==> src/rtl/program_counter.sv <==
// Hack-style program counter: clear / stall / load / increment priority chain,
// a combinational zero flag and a sticky wrap flag for the sequencer.
module program_counter #(
    parameter int               WIDTH       = 16,
    parameter logic [WIDTH-1:0] RESET_VALUE = '0
) (
    input  logic             clk,
    input  logic             rst_n,
    input  logic             clr,
    input  logic             stall,
    input  logic             load,
    input  logic             inc,
    input  logic [WIDTH-1:0] in,
    output logic [WIDTH-1:0] out,
    output logic             zero,
    output logic             wrap
);

    localparam int NGRP = WIDTH / 8;

    if ((WIDTH % 8) != 0 || WIDTH < 8) begin : g_width_chk
        $error("program_counter: WIDTH must be a non-zero multiple of 8");
    end

    function automatic logic or8(input logic [7:0] v);
        return v[0] | v[1] | v[2] | v[3] | v[4] | v[5] | v[6] | v[7];
    endfunction

    logic [WIDTH-1:0] out_q, out_d;
    logic             wrap_q, wrap_d;
    logic [NGRP-1:0]  grp_or;
    logic             any_set;

    // Next-state priority: clr > stall > load > inc > hold
    always_comb begin
        out_d  = out_q;
        wrap_d = wrap_q;
        if (clr) begin
            out_d  = RESET_VALUE;
            wrap_d = 1'b0;
        end else if (!stall) begin
            if (load) begin
                out_d = in;
            end else if (inc) begin
                out_d = out_q + WIDTH'(1);
                if (&out_q) begin
                    wrap_d = 1'b1;
                end
            end
        end
    end

    always_ff @(posedge clk or negedge rst_n) begin
        if (!rst_n) begin
            out_q  <= RESET_VALUE;
            wrap_q <= 1'b0;
        end else begin
            out_q  <= out_d;
            wrap_q <= wrap_d;
        end
    end

    for (genvar g = 0; g < NGRP; g++) begin : g_grp
        assign grp_or[g] = or8(out_q[8*g +: 8]);
    end

    // Group results are folded with 2-input ORs.
    always_comb begin
        any_set = 1'b0;
        for (int i = 0; i < NGRP; i++) begin
            any_set = any_set | grp_or[i];
        end
    end

    assign out  = out_q;
    assign wrap = wrap_q;
    assign zero = ~any_set;

endmodule

==> config.mk <==
export PLATFORM = sky130hd
export DESIGN_NAME = program_counter
export DESIGN_NICKNAME = d
export VERILOG_FILES = /design/src/rtl/program_counter.sv
export SDC_FILE = /design/constraint.sdc
export NUM_CORES = 1
export LEC_CHECK = 0
export CORE_MARGIN = 2
export CORE_UTILIZATION = 45
export DETAILED_ROUTE_END_ITERATION = 16
export PLACE_DENSITY_LB_ADDON = 0.3
export SLEW_MARGIN = 20
export SYNTH_ARGS = -nofsm -noshare
export SYNTH_HDL_FRONTEND = slang
export SYNTH_SLANG_ARGS = --single-unit
==> constraint.sdc <==
create_clock -name clk -period 1.8 [get_ports clk]
set_clock_uncertainty 0.15 [all_clocks]
set_input_delay 0.54 -clock clk [delete_from_list [all_inputs] [get_ports clk]]
set_output_delay 0.54 -clock clk [all_outputs]
set_load 0.01 [all_outputs]
==> results of run 1 <==
## worst min path at each step
stage                    to  slack [ns]  cells past startpoint
global route        out[11]        0.41                      2
finish                 wrap        0.37                      2
floorplan            out[0]        0.09                      0
CTS                    wrap        0.37                      2
detailed placement     wrap        0.34                      2
global placement       wrap        0.36                      2
## flip-flops by register name, summed over array words and instances, names as in the netlist
| register | cells |
|---|---|
| out | 16 |
| wrap | 1 |
## cell type report
type / count / share of cell area [%]
multi-input combinational: 116 / 42.4
timing repair buffer: 79 / 32.4
sequential: 17 / 21.5
tap: 30 / 1.89
clock buffer: 4 / 1.33
inverter: 3 / 0.568
## what timing repair did
action / CTS / global route
cloned: 1 / 0
gates resized for setup: 46 / 37
buffers inserted: 2 / 8
pin swaps: 5 / 5
setup endpoints to repair: 34 / 28
## placed cells by master, fill, tap and decap left out, types with 3 or more instances in the layout
| cell type | synthesis | final |
|---|---|---|
| clkbuf_4 | 0 | 3 |
| inv_1 | 3 | 3 |
| and3_1 | 6 | 6 |
| nand2_1 | 10 | 10 |
| clkbuf_2 | 0 | 11 |
| nor4_1 | 8 | 3 |
| dfrtp_1 | 17 | 17 |
| mux2i_1 | 3 | 3 |
| nor2_2 | 0 | 3 |
| o21ai_0 | 5 | 5 |
| nand4_1 | 5 | 5 |
| nand3_1 | 4 | 4 |
| nor2_1 | 15 | 11 |
| a31oi_1 | 3 | 3 |
| o21ai_1 | 15 | 15 |
| buf_4 | 0 | 36 |
| clkdlybuf4s50_1 | 0 | 17 |
| a21oi_1 | 7 | 6 |
| buf_6 | 2 | 6 |
| a32oi_1 | 3 | 3 |
| dlygate4sd2_1 | 0 | 5 |
| nor4_2 | 1 | 4 |
| clkdlybuf4s15_1 | 0 | 3 |
## critical path, stage by stage, from the launching register on
cell,delay [ns]
dfrtp_1,0.43
nor4_4,0.31
nand2_1,0.13
nor2_2,0.11
buf_2,0.14
## logic make-up (layout without fill, tap and decap cells)
| family | count (synthesis) | in the layout |
|---|---|---|
| multiplexers | 3 | 3 |
| AND/OR/NAND/NOR | 63 | 64 |
| flip-flops | 17 | 17 |
| adder cells (fa/ha/maj) | 2 | 2 |
| AO/OA/AOI/OAI | 45 | 45 |
| buffers and inverters | 12 | 86 |
| XOR/XNOR | 2 | 2 |
## per-stage QoR
step	power (mW)	area (um2)	std cells
floorplan	0.527	1200	144
detailed placement	0.700	1820	236
global placement	0.689	1820	236
CTS	0.902	1880	243
global route	0.983	1980	249
finish	0.950	1980	249
## metal layers
layer | vias up | part of all wire [%]
met5 | - | 0
met4 | 0 | 4.7
met3 | 28 | 9.3
met2 | 120 | 50
met1 | 774 | 36
li1 | 702 | -
## report_power, final
part / switching (mW) / internal, mW
clock: 0.140 / 0.0869
sequential: 0.0146 / 0.399
combinational: 0.157 / 0.152
==> key figures, run 1 <==
Synthesis
  – Leading area contributor after synthesis: dfrtp_1
  – Top-count cell post-synth: dfrtp_1
  – Synth async-reset ratio: 100%
  – Post-Syn Nets: 168
  – Mean post-synth cell area: 8.37 um2
  – Ys flop type: dfrtp_1
  – Warnings, synthesis: 0
  – Post-synthesis compound-gate area fraction: 23.7%
  – Post-synth EDFFs: 0
  – Mux share of post-synthesis cell area: 2.49%
  – Post-synthesis xor/xnor area fraction: 1.45%
  – Mapped Area: 1200 um2
  – Synth Area in Adders: under 10%
  – Main combinational cell family by area after synthesis: simple AND/OR/NAND/NOR gates
  – Post-Synthesis Cells: between 100 and 150
  – Synth Area in Simple Gates: 29.6%
  – Largest cells by area after synthesis: dfrtp_1 (35%), o21ai_1 (6.2%), nor2_1 (4.7%), nor4_1 (4.2%), and3_1 (3.1%)
  – Synth cell types: 43
  – Post-synth top area share: 35.3%
  – #FFs+latches synth: 17
  – Post-synthesis sequential area ratio: 35.3%
  – Commonest cells in the netlist: dfrtp_1 (17), nor2_1 (15), o21ai_1 (15), nand2_1 (10), nor4_1 (8)

Timing
  – Unrepaired setup endpoints after global routing: true
  – Final Hold Fails: 0
  – Peak Freq: 0.469 GHz
  – Max-slew headroom: 75.0%
  – Final setup violation count: 9
  – Min Hold Slack: 0.367 ns
  – Slew @ Worst Pin: 0.371 ns
  – Max Slew Vio Count: 0
  – Setup TNS: -0.660 ns
  – Final critical-path required period: roughly 2.1 ns
  – Final WS setup: -0.331 ns
  – Part of the cycle the worst path needs: 118%

Worst setup path
  – Reg2reg path depth: 6
  – Worst Setup SP: out[15]
  – Crit path required time: 1.11 ns
  – WS Path Type: reg2out
  – Critical path fanouts, max: 2
  – Worst Setup Start Kind: flop
  – Worst flop-to-flop path startpoint: out[3]
  – Worst R2R Setup Slack: -0.10 ns
  – CP arrival: 1.44 ns
  – Critical R2R Capture: out[7]
  – CP endpoint kind: primary output
  – Worst Setup EP: zero

Die
  – I/O pin count: 40
  – Cell Rows: 18
  – Initial core utilization: between 40% and 50%
  – Core Area: 2500 um2
  – DIE WIDTH: 55.7 um
  – Die Ht: around 56 um
  – Total die area: 3110 um2

Placed design
  – HPWL after DPL: 3030 um
  – Dpl ws: -0.460 ns
  – Final GP Congestion: about 0.87
  – Port buffer count: 39

Pwr
  – Leakage: 0.879 nW
  – Peak VDD IR: 561 uV
  – PwrDens: between 400 and 500 nW/um2

Detailed routing
  – Number of remaining DRC errors: 0
  – DR vias/cell: 6.52
  – Drt pass-1 iters: 4
  – Via count: 1,624
  – Routed Antenna Nets: 0
  – Drt wl/cell: 20.2 um
  – Drt total wl: around 5000 um
  – Drt first-iter violations: 99

Layout
  – Reg area: around 430 um2
  – Ratio of cells with drive above 1 in the final layout: 36.1%
  – Multi-input logic area: roughly 840 um2
  – Fin util: 79.3%
  – Fill count: 170
  – Fin nets: between 200 and 250
  – Synth-to-Final Area Change: 64.5%
  – Antenna diode count: 0

Clock tree
  – Reg clk slew, reported paths: roughly 0.11 ns
  – Number of CTS-inserted buffers: 3
  – Post-CTS Hold Buffers: 0
  – H-tree Lvls: 1
  – Number of clock sinks: 17
  – Clock root cell: clkbuf_4
  – CTS tree: yes
  – Worst-skew pair later-pin latency: 0.31 ns
  – Clock tree buffer depth: 2

Status
  – Failing checks: negative setup slack
  – Run status: finished, violations left

GRT
  – Grt peak-use layer: met2
  – GRT Residual Overflow: 0
  – GRT Resource Usage Total: 27.2%
  – First-pass GRT wire length: 6850 um
  – Number of global-route vias before repair: around 1.5k
  – Met1 Use GR: roughly a third
  – Initial antenna violation count: 0
  – Largest net degree at the start of global routing: 18
  – Routing usage on met2: 47.4%
  – Grt met3 use: 4.65%

Job
  – Max-Cap Viols: 0

Min path
  – Worst Hold Class: reg2reg
  – Hold path start: wrap
Note: power is estimated with default switching activity, not from simulation.
==> run 2, diff against run 1 <==
- ABC_AREA: not set -> 1
- CORE_UTILIZATION: 45 -> 47
- CTS_CLUSTER_SIZE: not set -> 16
==> key figures, run 2 <==
Worst setup path
  – WS Path Type: reg2out
  – Worst Setup Start Kind: flop
  – CP arrival: 1.42 ns (-0.02 ns)
  – Reg2reg path depth: 9 (+3)
  – CP endpoint kind: primary output
  – Critical R2R Capture: out[8]
  – Critical path fanouts, max: 2 (unchanged)
  – Worst flop-to-flop path startpoint: out[0]
  – Crit path required time: 1.11 ns (about the same)
  – Worst R2R Setup Slack: 0.16 ns (+0.26 ns)

Detailed routing
  – Via count: 1,491 (-8.2%)
  – Number of remaining DRC errors: 0 (unchanged)
  – Routed Antenna Nets: 0 (unchanged)
  – DR vias/cell: 5.05 (-23%)
  – Drt wl/cell: 12.5 um (-38%)
  – Drt total wl: 3700 um (-26%)
  – Drt pass-1 iters: 4 (unchanged)
  – Drt first-iter violations: 60 (-39%)

Synthesis
  – Ys flop type: dfrtp_1
  – Mapped Area: 1340 um2 (+11%)
  – Top-count cell post-synth: nand2_1
  – Post-synthesis sequential area ratio: 31.8% (-3.5 points)
  – Largest cells by area after synthesis: dfrtp_1 (32%), nand2_1 (15%), nor2_1 (7.0%), nand3_1 (6.4%), inv_1 (5.9%)
  – Post-synth EDFFs: 0 (unchanged)
  – Synth async-reset ratio: 100% (unchanged)
  – Post-Syn Nets: 221 (+32%)
  – Synth cell types: 27 (-37%)
  – Post-synth top area share: 31.8% (-3.5 points)
  – Commonest cells in the netlist: nand2_1 (52), nor2_1 (25), inv_1 (21), dfrtp_1 (17), nand3_1 (17)
  – Warnings, synthesis: 0 (unchanged)
  – Post-Synthesis Cells: 197 (+37%)
  – Mean post-synth cell area: 6.78 um2 (-19%)
  – #FFs+latches synth: 17 (unchanged)
  – Leading area contributor after synthesis: dfrtp_1

Clock tree
  – Number of CTS-inserted buffers: 3 (unchanged)
  – Worst-skew pair later-pin latency: 0.29 ns (-0.02 ns)
  – Post-CTS Hold Buffers: 0 (unchanged)
  – Clock tree buffer depth: 2 (unchanged)
  – CTS tree: yes
  – Clock root cell: clkbuf_4
  – Number of clock sinks: 17 (unchanged)
  – Reg clk slew, reported paths: 0.10 ns (about the same)
  – H-tree Lvls: 1 (unchanged)

Min path
  – Hold Path Sink: wrap
  – Worst Hold Class: reg2reg
  – Hold path start: wrap
  – Hold-critical path depth: 2 (unchanged)

Timing
  – Setup TNS: -0.311 ns (+0.349 ns)
  – Max-slew headroom: 80.8% (+5.7 points)
  – Final critical-path required period: 2.11 ns (-0.0193 ns)
  – Unrepaired setup endpoints after global routing: true
  – Min Hold Slack: 0.380 ns (+0.0130 ns)
  – Slew @ Worst Pin: 0.288 ns (-0.0828 ns)
  – Part of the cycle the worst path needs: 117% (-1.1 points)
  – Max Slew Vio Count: 0 (unchanged)
  – Final Hold Fails: 0 (unchanged)
  – Final setup violation count: 1 (-8)
  – Peak Freq: 0.474 GHz (+0.92%)
  – Final WS setup: -0.311 ns (+0.0193 ns)

Die
  – Die Ht: 57.3 um (+2.8%)
  – DIE WIDTH: 57.3 um (+2.8%)
  – I/O pin count: 40 (unchanged)
  – Total die area: 3290 um2 (+5.7%)
  – Cell Rows: 19 (+1)
  – Initial core utilization: 48.9% (+0.68 points)
  – Core Area: 2730 um2 (+9.4%)

GRT
  – Initial antenna violation count: 0 (unchanged)
  – Largest net degree at the start of global routing: 26 (+8)
  – First-pass GRT wire length: 5990 um (-13%)
  – Number of global-route vias before repair: 1,339 (-8.4%)
  – GRT Residual Overflow: 0 (unchanged)
  – GRT Resource Usage Total: 23.7% (-3.5 points)

Placed design
  – Placed inst area: 1940 um2 (+6.5%)
  – Final GP Congestion: 0.862 (-0.68%)
  – Placed cells: 290 (+23%)
  – Dpl ws: -0.431 ns (+0.0289 ns)
  – Port buffer count: 39 (unchanged)
  – HPWL after DPL: 2920 um (-3.8%)

Layout
  – Most frequent cells in the layout: nand2_1 (52), buf_4 (28), nor2_1 (25)
  – Fin util: 71.9% (-7.3 points)
  – Flip-flop count of the largest register after layout: 16 (unchanged)
  – Fin nets: 289 (+18%)
  – Commonest non-fill, non-tap cell in the layout: nand2_1
  – Design Area, Final: 1970 um2 (-0.76%)
  – Synth-to-Final Area Change: 47.2%
  – Antenna diode count: 0 (unchanged)
  – Fill count: 223 (+31%)
  – Cell Count, Final, Fillers Out: 295 (+18%)
  – Ratio of cells with drive above 1 in the final layout: 27.7% (-8.4 points)

Status
  – Run status: finished, violations left
  – Failing checks: negative setup slack

Pwr
  – Peak VDD IR: 395 uV (-30%)
  – Design Power: 0.942 mW (-0.77%)
  – PwrDens: 479 nW/um2 (about the same)
  – Leakage: 0.992 nW (+13%)

Job
  – Max-Cap Viols: 0 (unchanged)
==> run 2: worst max-delay path by stage <==
stage | from | end | slack [ns] | cells past startpoint
detailed placement | out[12] | zero | -0.43 | 4
floorplan | out[0] | zero | 0.03 | 4
global route | out[9] | zero | -0.42 | 4
global placement | out[6] | zero | -0.40 | 4
CTS | out[5] | zero | -0.30 | 4
finish | out[5] | zero | -0.31 | 4
==> run 2: layer usage <==
| layer | track usage [%] | vias up | share of wire [%] |
|---|---|---|---|
| met5 | 0 | - | 0 |
| met4 | 9.97 | 0 | 1.6 |
| met3 | 4.08 | 8 | 5.1 |
| met2 | 36.5 | 42 | 48 |
| met1 | 33.0 | 678 | 45 |
| li1 | - | 763 | - |
==> run 2: power breakdown <==
group          switching [mW]  total [mW]  internal (mW)
registers              0.0129       0.416          0.403
clock network           0.122       0.204         0.0826
logic                   0.160       0.322          0.162
total                   0.294       0.942          0.648
==> run 2: worst max-delay path, stage by stage (launching register included) <==
cell and delay [ns]:
dfrtp_1 0.40, nor4_2 0.30, nand2_1 0.10, nor3_2 0.18, buf_2 0.16
==> run 2: cell families (layout without fill, tap and decap cells) <==
group / Yosys count / after routing / share of synthesized area, %
flip-flops: 17 / 17 / 31.8
XOR/XNOR: 5 / 5 / 3.28
adder cells (fa/ha/maj): 2 / 2 / 1.87
AO/OA/AOI/OAI: 21 / 21 / 9.74
buffers and inverters: 30 / 97 / 9.64
AND/OR/NAND/NOR: 122 / 122 / 43.6
==> run 2: cell type report <==
class / instances / area [um2] / share of cell area (%)
multi-input cells: 150 / 805 / 40.9
repair buffers: 67 / 571 / 29.0
flip-flops and latches: 17 / 425 / 21.6
inverters: 26 / 100 / 5.09
well taps: 31 / 38.8 / 1.97
clock buffers: 3 / 22.5 / 1.15
clock inverters: 1 / 5.00 / 0.254
==> run 2: timing repair <==
action / in CTS / in global routing
setup endpoints to repair: 18 / 21
setup buffers: 0 / 3
gates resized for setup: 33 / 26
pin swaps: 3 / 0
==> run 3, diff against run 2 <==
- CORE_ASPECT_RATIO: not set -> 1.2
- CORE_UTILIZATION: 47 -> 50
- DONT_BUFFER_PORTS: not set -> 1
==> key figures, run 3 (synthesis results as in run 2) <==
Detailed routing
  – Number of remaining DRC errors: 0 (unchanged)
  – Drt first-iter violations: 30 (-50%)
  – Drt pass-1 iters: 5 (+1)
  – Drt total wl: 3690 um (-0.22%)
  – Routed Antenna Nets: 0 (unchanged)
  – Drt wl/cell: 14.7 um (+17%)
  – Top Layer Used: met4
  – DR vias/cell: 5.38 (+6.4%)
  – Met2 wire len: 1890 um (+6.9%)
  – Via count: 1,350 (-9.5%)
  – Wl on met1: 1430 um (-15%)
  – WL met3: 277 um (+47%)

Timing
  – Max Slew Vio Count: 0 (unchanged)
  – Slew @ Worst Pin: 0.835 ns (+0.547 ns)
  – Final setup violation count: 1 (unchanged)
  – Peak Freq: 0.475 GHz (+0.30%)
  – Final WS setup: -0.305 ns (+0.00628 ns)
  – Min Hold Slack: 0.123 ns (-0.257 ns)
  – Final Hold Fails: 0 (unchanged)
  – Max-slew headroom: 44.1% (-37 points)
  – Final critical-path required period: 2.10 ns (-0.00628 ns)
  – Unrepaired setup endpoints after global routing: true
  – Part of the cycle the worst path needs: 117% (-0.35 points)

Clock tree
  – Clock tree buffer depth: 2 (unchanged)
  – Reg clk slew, reported paths: 0.11 ns (about the same)
  – CTS tree: yes
  – Clock root cell: clkbuf_4
  – Number of clock sinks: 17 (unchanged)
  – Worst-skew pair later-pin latency: 0.30 ns (about the same)
  – Number of CTS-inserted buffers: 3 (unchanged)
  – H-tree Lvls: 1 (unchanged)

Worst setup path
  – CP max-delay cell: dfrtp_1
  – Crit path required time: 1.11 ns (about the same)
  – CP endpoint kind: primary output
  – Slowest stage delay, CP: 0.41 ns (about the same)
  – Worst flop-to-flop path startpoint: out[0]
  – CP arrival: 1.41 ns (about the same)
  – Crit-path cells: nor4_2 > nand2_1 > nor3_2 > buf_4
  – Worst Setup Start Kind: flop
  – Worst Setup SP: out[9]
  – WS Path Type: reg2out
  – Critical path fanouts, max: 2 (unchanged)

GRT
  – Initial antenna violation count: 0 (unchanged)
  – First-pass GRT wire length: 5980 um (-0.12%)
  – GRT Residual Overflow: 0 (unchanged)
  – GRT Resource Usage Total: 26.7% (+3.0 points)
  – Largest net degree at the start of global routing: 26 (unchanged)
  – Number of global-route vias before repair: 1,321 (-1.3%)

Layout
  – Fin nets: 243 (-16%)
  – Ratio of cells with drive above 1 in the final layout: 25.2% (-2.4 points)
  – Fill count: 244 (+9.4%)
  – Synth-to-Final Area Change: 16.4%
  – Flip-flop count of the largest register after layout: 16 (unchanged)
  – Most frequent cells in the layout: nand2_1 (52), nor2_1 (25), inv_1 (20), buf_4 (20), dfrtp_1 (17)
  – Commonest non-fill, non-tap cell in the layout: nand2_1
  – Antenna diode count: 0 (unchanged)
  – Fin util: 61.5% (-10 points)

Pwr
  – Switch share: 33.5% (+2.3 points)
  – Combinational share of power: 26.6% (-7.6 points)
  – PwrDens: 556 nW/um2 (+16%)
  – Part of the power in registers: 48.2% (+4.0 points)
  – Leakage: 0.775 nW (-22%)
  – Clock share of power: 25.2% (+3.5 points)
  – NetSw: 0.290 mW (-1.6%)
  – Peak VDD IR: 489 uV (+24%)
  – Internal cell power: 0.575 mW (-11%)

Min path
  – Hold path start: clr
  – Worst Hold Class: in2reg

Die
  – Initial core utilization: 52.9% (+4.0 points)
  – Die Ht: 60.6 um (+5.8%)
  – I/O pin count: 40 (unchanged)
  – Cell Rows: 20 (+1)
  – Total die area: 3100 um2 (-5.5%)
  – Core Area: 2530 um2 (-7.6%)
  – DIE WIDTH: 51.2 um (-11%)

Status
  – Run status: finished, violations left
  – Failing checks: negative setup slack

Placed design
  – HPWL after DPL: 2850 um (-2.4%)
  – Final GP Congestion: 0.868 (+0.78%)
  – Port buffer count: 0 (-100%)

Job
  – Max-Cap Viols: 0 (unchanged)
-- run 3: final timing paths --
| kind | endpoint | slack, ns | cells after the start |
|---|---|---|---|
| worst max-delay path | zero | -0.30 | 4 |
| worst min-delay path | wrap | 0.12 | 1 |
| worst max register to register | out[8] | 0.12 | 9 |
| worst min register to register | out[1] | 0.43 | 2 |
| max in group asynchronous | out[15] | 0.37 | 1 |
| min in group asynchronous | wrap | 0.62 | 1 |
-- run 3: area by class of cell --
| cell class | instances | area, um2 | share of cell area [%] |
|---|---|---|---|
| multi-input combinational | 150 | 803 | 51.6 |
| clock inverter | 1 | 5.00 | 0.322 |
| tap | 33 | 41.3 | 2.65 |
| inverter | 26 | 97.6 | 6.28 |
| clock buffer | 3 | 22.5 | 1.45 |
| timing repair buffer | 21 | 160 | 10.3 |
| sequential | 17 | 425 | 27.4 |
-- run 3: metal layers --
| metal | GRT usage [%] | vias up |
|---|---|---|
| met5 | 0 | - |
| met4 | 13.1 | 0 |
| met3 | 4.43 | 10 |
| met2 | 46.4 | 58 |
| met1 | 32.3 | 612 |
| li1 | - | 670 |
-- run 3: per-stage QoR --
step                      power (mW)  setup WS (ns)  cells  TNS, ns  area, um2
after floorplan                0.563         0.0341    197        0       1340
after global routing           0.907         -0.387    251   -0.387       1560
after detailed placement       0.636        -0.0297    245  -0.0297       1490
final                          0.864         -0.305    251   -0.305       1560
after global placement         0.626         0.0605    245        0       1490
after CTS                      0.864         -0.300    251   -0.300       1550
-- run 3: timing repair --
| item | in CTS | in global routing |
|---|---|---|
| hold endpoints to repair | 17 | 0 |
| setup endpoints to repair | 1 | 4 |
| hold buffers | 1 | 0 |
| setup buffers | 1 | 0 |
| pin swaps | 1 | 1 |
| resized for setup | 2 | 3 |
-- run 3: worst max-delay path, delay by kind of cell, from the launching register on --
family	cells	cell delay (ns)
buf+inv	1	0.15
flops	1	0.41
simple gates	3	0.55
-- run 3: power groups by stage --
stage          sequential, mW  combinational, mW  clock [mW]
2_1_floorplan           0.450              0.113           0
3_3_place_gp            0.421              0.205           0
3_5_place_dp            0.424              0.212           0
4_1_cts                 0.417              0.229       0.218
5_1_grt                 0.419              0.255       0.232
6_report                0.417              0.230       0.218
